[config.mk]
export PLATFORM = sky130hd
export DESIGN_NAME = voice_allocator
export DESIGN_NICKNAME = d
export VERILOG_FILES = /design/src/rtl/voice_allocator_pkg.sv /design/src/rtl/rr_free_picker.sv /design/src/rtl/voice_allocator.sv
export SDC_FILE = /design/constraint.sdc
export NUM_CORES = 1
export LEC_CHECK = 0
export CAP_MARGIN = 20
export CORE_UTILIZATION = 35
export CTS_CLUSTER_SIZE = 16
export DETAILED_ROUTE_END_ITERATION = 16
export PLACE_DENSITY = 0.63
export SLEW_MARGIN = 25
export SYNTH_ARGS = -nofsm -noshare
export SYNTH_HDL_FRONTEND = slang
export SYNTH_SLANG_ARGS = --single-unit
[constraint.sdc]
create_clock -name clk -period 2.5 [get_ports clk]
set_clock_uncertainty 0.05 [all_clocks]
set_input_delay 0.625 -clock clk [delete_from_list [all_inputs] [get_ports clk]]
set_output_delay 0.625 -clock clk [all_outputs]
set_load 0.01 [all_outputs]
[src/rtl/voice_allocator_pkg.sv]
// Shared types and default sizing for the voice allocator and its free-voice picker.
package voice_allocator_pkg;

  localparam int DEF_NUM_VOICES = 3;
  localparam int DEF_NOTE_W     = 6;
  localparam int DEF_DUR_W      = 6;
  localparam int LOAD_CNT_W     = 16;

  typedef enum logic [0:0] {
    ST_IDLE  = 1'b0,
    ST_ISSUE = 1'b1
  } state_t;

  // Index width that stays at least one bit wide for a single-voice build.
  function automatic int idx_width(input int n);
    return (n > 1) ? $clog2(n) : 1;
  endfunction

endpackage

[src/rtl/rr_free_picker.sv]
// Combinational rotating first-free search: lowest busy==0 voice at or above start_ptr, wrapping.
module rr_free_picker
  import voice_allocator_pkg::*;
#(
  parameter int NUM_VOICES = DEF_NUM_VOICES,
  parameter int IDX_W      = idx_width(NUM_VOICES)
) (
  input  logic [NUM_VOICES-1:0] busy,
  input  logic [IDX_W-1:0]      start_ptr,
  output logic [IDX_W-1:0]      pick_idx,
  output logic                  found
);

  localparam int SUM_W = IDX_W + 1;

  logic [SUM_W-1:0] cand_s;

  // Walk offsets from the far end down so the nearest free voice is the last one written.
  always_comb begin
    pick_idx = {IDX_W{1'b0}};
    found    = 1'b0;
    cand_s   = {SUM_W{1'b0}};
    for (int i = NUM_VOICES - 1; i >= 0; i--) begin
      cand_s = {1'b0, start_ptr} + SUM_W'(i);
      if (cand_s >= SUM_W'(NUM_VOICES)) begin
        cand_s = cand_s - SUM_W'(NUM_VOICES);
      end else begin
        cand_s = cand_s;
      end
      if (busy[cand_s[IDX_W-1:0]] == 1'b0) begin
        found    = 1'b1;
        pick_idx = cand_s[IDX_W-1:0];
      end else begin
        found    = found;
        pick_idx = pick_idx;
      end
    end
  end

endmodule

[src/rtl/voice_allocator.sv]
// Hands incoming note requests to free note_player voices, one load strobe per accepted request.
module voice_allocator
  import voice_allocator_pkg::*;
#(
  parameter int NUM_VOICES = DEF_NUM_VOICES,
  parameter int NOTE_W     = DEF_NOTE_W,
  parameter int DUR_W      = DEF_DUR_W
) (
  input  logic                         clk,
  input  logic                         reset,
  input  logic                         flush,
  input  logic                         req_valid,
  output logic                         req_ready,
  input  logic [NOTE_W-1:0]            req_note,
  input  logic [DUR_W-1:0]             req_dur,
  output logic [NUM_VOICES*NOTE_W-1:0] notes_to_load,
  output logic [NUM_VOICES*DUR_W-1:0]  durs_to_load,
  output logic [NUM_VOICES-1:0]        notes_load,
  input  logic [NUM_VOICES-1:0]        notes_done,
  output logic [NUM_VOICES-1:0]        voice_busy,
  output logic                         all_idle,
  output logic [LOAD_CNT_W-1:0]        load_count
);

  localparam int IDX_W = idx_width(NUM_VOICES);
  localparam logic [IDX_W-1:0] LAST_IDX = IDX_W'(NUM_VOICES - 1);

  state_t                       state_r;
  state_t                       state_next_s;
  logic [IDX_W-1:0]             rr_ptr_r;
  logic [IDX_W-1:0]             voice_r;
  logic [NUM_VOICES-1:0]        busy_r;
  logic [NUM_VOICES-1:0]        busy_set_s;
  logic [NUM_VOICES-1:0]        busy_next_s;
  logic [NUM_VOICES-1:0]        strobe_r;
  logic [NUM_VOICES-1:0]        strobe_next_s;
  logic [NUM_VOICES*NOTE_W-1:0] notes_r;
  logic [NUM_VOICES*DUR_W-1:0]  durs_r;
  logic [LOAD_CNT_W-1:0]        count_r;
  logic [IDX_W-1:0]             pick_idx_s;
  logic                         found_s;
  logic                         load_s;

  rr_free_picker #(
    .NUM_VOICES (NUM_VOICES),
    .IDX_W      (IDX_W)
  ) u_picker (
    .busy      (busy_r),
    .start_ptr (rr_ptr_r),
    .pick_idx  (pick_idx_s),
    .found     (found_s)
  );

  // A zero-duration request is consumed but never reaches a voice.
  assign load_s = req_valid && req_ready && (req_dur != {DUR_W{1'b0}});

  // FSM state register.
  always_ff @(posedge clk or negedge reset) begin
    if (!reset) begin
      state_r <= ST_IDLE;
    end else begin
      state_r <= state_next_s;
    end
  end

  // FSM next-state logic.
  always_comb begin
    state_next_s = state_r;
    if (flush) begin
      state_next_s = ST_IDLE;
    end else begin
      case (state_r)
        ST_IDLE:  state_next_s = load_s ? ST_ISSUE : ST_IDLE;
        ST_ISSUE: state_next_s = ST_IDLE;
        default:  state_next_s = ST_IDLE;
      endcase
    end
  end

  // FSM outputs; a flush landing in ISSUE kills the strobe already queued for that cycle.
  always_comb begin
    req_ready  = 1'b0;
    all_idle   = 1'b0;
    notes_load = {NUM_VOICES{1'b0}};
    if (reset && (state_r == ST_IDLE) && !flush && found_s) begin
      req_ready = 1'b1;
    end else begin
      req_ready = 1'b0;
    end
    if ((busy_r == {NUM_VOICES{1'b0}}) && (state_r == ST_IDLE)) begin
      all_idle = 1'b1;
    end else begin
      all_idle = 1'b0;
    end
    if (flush) begin
      notes_load = {NUM_VOICES{1'b0}};
    end else begin
      notes_load = strobe_r;
    end
  end

  // Busy is claimed at accept and re-asserted during the strobe so a same-cycle done cannot clear it.
  always_comb begin
    busy_set_s    = {NUM_VOICES{1'b0}};
    strobe_next_s = {NUM_VOICES{1'b0}};
    for (int v = 0; v < NUM_VOICES; v++) begin
      if (load_s && (pick_idx_s == IDX_W'(v))) begin
        busy_set_s[v]    = 1'b1;
        strobe_next_s[v] = 1'b1;
      end else if ((state_r == ST_ISSUE) && (voice_r == IDX_W'(v))) begin
        busy_set_s[v] = 1'b1;
      end else begin
        busy_set_s[v] = 1'b0;
      end
    end
    busy_next_s = (busy_r & ~notes_done) | busy_set_s;
  end

  // Voice bookkeeping, slot capture and load counter.
  always_ff @(posedge clk or negedge reset) begin
    if (!reset) begin
      rr_ptr_r <= {IDX_W{1'b0}};
      voice_r  <= {IDX_W{1'b0}};
      busy_r   <= {NUM_VOICES{1'b0}};
      strobe_r <= {NUM_VOICES{1'b0}};
      notes_r  <= {(NUM_VOICES*NOTE_W){1'b0}};
      durs_r   <= {(NUM_VOICES*DUR_W){1'b0}};
      count_r  <= {LOAD_CNT_W{1'b0}};
    end else if (flush) begin
      rr_ptr_r <= {IDX_W{1'b0}};
      busy_r   <= {NUM_VOICES{1'b0}};
      strobe_r <= {NUM_VOICES{1'b0}};
    end else begin
      busy_r   <= busy_next_s;
      strobe_r <= strobe_next_s;
      if (load_s) begin
        voice_r <= pick_idx_s;
      end
      for (int v = 0; v < NUM_VOICES; v++) begin
        if (load_s && (pick_idx_s == IDX_W'(v))) begin
          notes_r[v*NOTE_W +: NOTE_W] <= req_note;
          durs_r[v*DUR_W +: DUR_W]    <= req_dur;
        end
      end
      if (state_r == ST_ISSUE) begin
        rr_ptr_r <= (voice_r == LAST_IDX) ? {IDX_W{1'b0}} : voice_r + IDX_W'(1);
        if (count_r != {LOAD_CNT_W{1'b1}}) begin
          count_r <= count_r + LOAD_CNT_W'(1);
        end
      end
    end
  end

  assign notes_to_load = notes_r;
  assign durs_to_load  = durs_r;
  assign voice_busy    = busy_r;
  assign load_count    = count_r;

endmodule

==> results.py <==
metrics = {
    "drt": {
        "wl_um": 6770,
        "drc": 0,
        "dr.pass1.iters": 4,
        "final_antenna_net_count": 0,
        "wl_per_cell_um": 15.4,
        "vias": 2127,
        "avgViaCountPerCell": 4.85,
        "dr.first_iter.drc_count": 116,
    },
    "place": {
        "place_ws_ps": -373,
        "dp.cells": 421,
        "dpl.hpwl_um": 4720,
        "port_buffers": 78,
        "place_congestion": 0.826,
    },
    "synthesis": {
        "yosys_register_bits": 63,
        "yosysTopAreaCell": "dfrtp_1",
        "yosys_most_used_dff": "dfrtp_1",
        "synth.distinct_cells": 42,
        "synth_edf_count": 0,
        "yosysSeqAreaShare_pct": 53.3,
        "ys_async_sr_fraction_pct": 100,
        "synth_nets": 245,
        "yosys_warnings": 0,
        "synth.top_cell.area_share_pct": 53.3,
        "postSynthAreaPerCell_um2": 13.4,
        "syn-cell-area_um2": 2960,
        "yosys-top-cells-area": "dfrtp_1 (53%), mux2_4 (13%), mux2_2 (4.6%)",
        "syn_inst": 221,
    },
    "critical_path": {
        "cp.arrival_ps": 1820,
        "worstPathMaxFanout": 5,
        "critPathLaunchType": "flip-flop",
        "cp.required_ps": 1820,
        "critPathKind": "flip-flop to output pin",
        "reg2reg_from": "rr_ptr_r[0]$_DFFE_PN0P_",
        "rrSetupSlack_ps": 130,
        "crit_start": "rr_ptr_r[1]$_DFFE_PN0P_",
        "setup.worst_path.end": "req_ready",
        "reg2reg_depth": 7,
        "r2r-end": "durs_to_load[14]$_DFFE_PN0P_",
        "cp-end-kind": "output pin",
    },
    "clock_network": {
        "cts_tree": "built",
        "ctsLongestPathBuffers": 2,
        "clock_latency_ps": 340,
        "cts_buffers": 9,
        "clkSlewWorstSetupHoldPaths_ps": 70,
        "htreeDepth": 3,
        "hold_buffers": 0,
        "root_buffer": "clkbuf_8",
        "clock_sinks": 63,
    },
    "status": {
        "outcome": "completed",
    },
    "power": {
        "p_per_area_nw_per_um2": 987,
        "total_power_mw": 4.31,
        "ir_drop_v": 0.000566,
        "leakage_nw": 1.97,
    },
    "final_layout": {
        "fin_nets": 353,
        "area_growth_pct": 47.5,
        "n_antenna_cell": 0,
        "ff_latch_area_um2": 1580,
        "multi_input_area_um2": 1390,
        "layout_common_cells": "clkdlybuf4s50_1 (73), dfrtp_1 (62), mux2_4 (26)",
        "nFillCells": 736,
        "layout_commonest_cell": "clkdlybuf4s50_1",
        "fin_cells": 439,
        "layout-drive-gt1-share_pct": 30.2,
        "fin_util_pct": 53.1,
    },
    "global_route": {
        "overflow": 0,
        "antenna_found_initial": 0,
        "grt_pass1_vias": 2141,
        "grt_max_degree": 64,
        "grt_pass1_wl_um": 10800,
        "grt.total_usage_pct": 16.4,
    },
    "die": {
        "top_level_ports": 79,
        "dieArea_um2": 8820,
        "start_util_pct": 36.0,
        "die_x_um": 93.9,
        "core_area_um2": 8220,
        "die_y_um": 93.9,
        "core.rowCount": 33,
    },
    "timing": {
        "relSlewSlack_pct": 48.2,
        "finalHoldViolCount": 0,
        "post-route-period-util_pct": 99.7,
        "period_minus_slack_ps": 2490,
        "setup_viol": 0,
        "rsz0062_at_grt": "yes",
        "layout_setup_ws_ps": 8.02,
        "maxSlewViolCount": 0,
        "tightest_slew_ps": 776,
        "fmax_mhz": 401,
    },
    "run": {
        "drv_cap": 0,
    },
    "worst_hold_path": {
        "hp-class": "input pin to asynchronous set/reset pin",
    },
}
## worst min path at each step
stage	startpoint	to	slack, ps
after global routing	load_count[14]$_DFFE_PN0P_	load_count[14]$_DFFE_PN0P_	470
after floorplan	reset	durs_to_load[0]$_DFFE_PN0P_	280
after detailed placement	load_count[6]$_DFFE_PN0P_	load_count[6]$_DFFE_PN0P_	440
final	reset	load_count[8]$_DFFE_PN0P_	440
after global placement	load_count[6]$_DFFE_PN0P_	load_count[6]$_DFFE_PN0P_	440
after CTS	load_count[6]$_DFFE_PN0P_	load_count[6]$_DFFE_PN0P_	460
## synth_stat cells (5+ instances only)
master   count
ha_1         5
inv_1       10
nand2_1      9
nand3_1      8
nor2_1       9
nor2b_1      6
nand4_1      5
mux2_4      26
mux2_2      12
dfrtp_1     63
o21ai_0      6
xnor2_1     12
## layout make-up
type / instances / share of cell area (%)
sequential: 63 / 36.2
multi-input combinational: 144 / 31.9
timing repair buffer: 101 / 22.5
tap: 105 / 3.01
clock buffer: 9 / 2.84
clock inverter: 7 / 2.75
inverter: 10 / 0.860
## worst max-delay path, cell delays in order (launching register included)
cell	delay [ps]
dfrtp_2	460
ha_4	200
mux2i_1	140
nor4_2	310
buf_4	180
o21ai_4	60
buf_6	130
## per-layer routing
layer / part of all wire (%) / wire, µm / global-route usage [%]
met4: 0.89 / 60 / 3.85
met2: 46 / 3090 / 25.5
met3: 6.3 / 423 / 6.23
met5: 0 / 0 / 0
met1: 47 / 3190 / 21.5
## metrics by stage
stage / cell area, µm² / hold WS, ps / setup TNS (ps)
final: 4360 / 441 / 0
after CTS: 4300 / 456 / -124
after global placement: 4030 / 440 / -10650
after detailed placement: 4030 / 443 / -11730
after floorplan: 2960 / 279 / 0
after global routing: 4360 / 472 / -62.5
## repair_timing
| action | in CTS | in global routing |
|---|---|---|
| cloned | 0 | 1 |
| setup endpoints to repair | 13 | 38 |
| gates resized for setup | 13 | 11 |
| pin swaps | 1 | 3 |
| setup buffers | 0 | 1 |
## report_power, final
part           switching (mW)  leakage [nW]  internal (mW)
sequential              0.235         0.813           1.34
combinational           0.602          1.03           1.06
clock                   0.412         0.120          0.665
total                    1.25          1.97           3.06
## registers in the layout, indices dropped and copies added, names as in the netlist
signal,cells
durs_to_load,18
notes_to_load,18
load_count,16
strobe_r,3
voice_busy,3
rr_ptr_r,2
voice_r,2
state_r,1
## cell families after synthesis
logic type / Yosys count / synth area share (%)
flip-flops: 63 / 53.3
AND/OR/NAND/NOR: 61 / 12.8
multiplexers: 42 / 19.1
AO/OA/AOI/OAI: 21 / 5.80
buffers and inverters: 15 / 2.71
XOR/XNOR: 14 / 4.15
adder cells (fa/ha/maj): 5 / 2.12
Power figures use the tool's default switching activity.
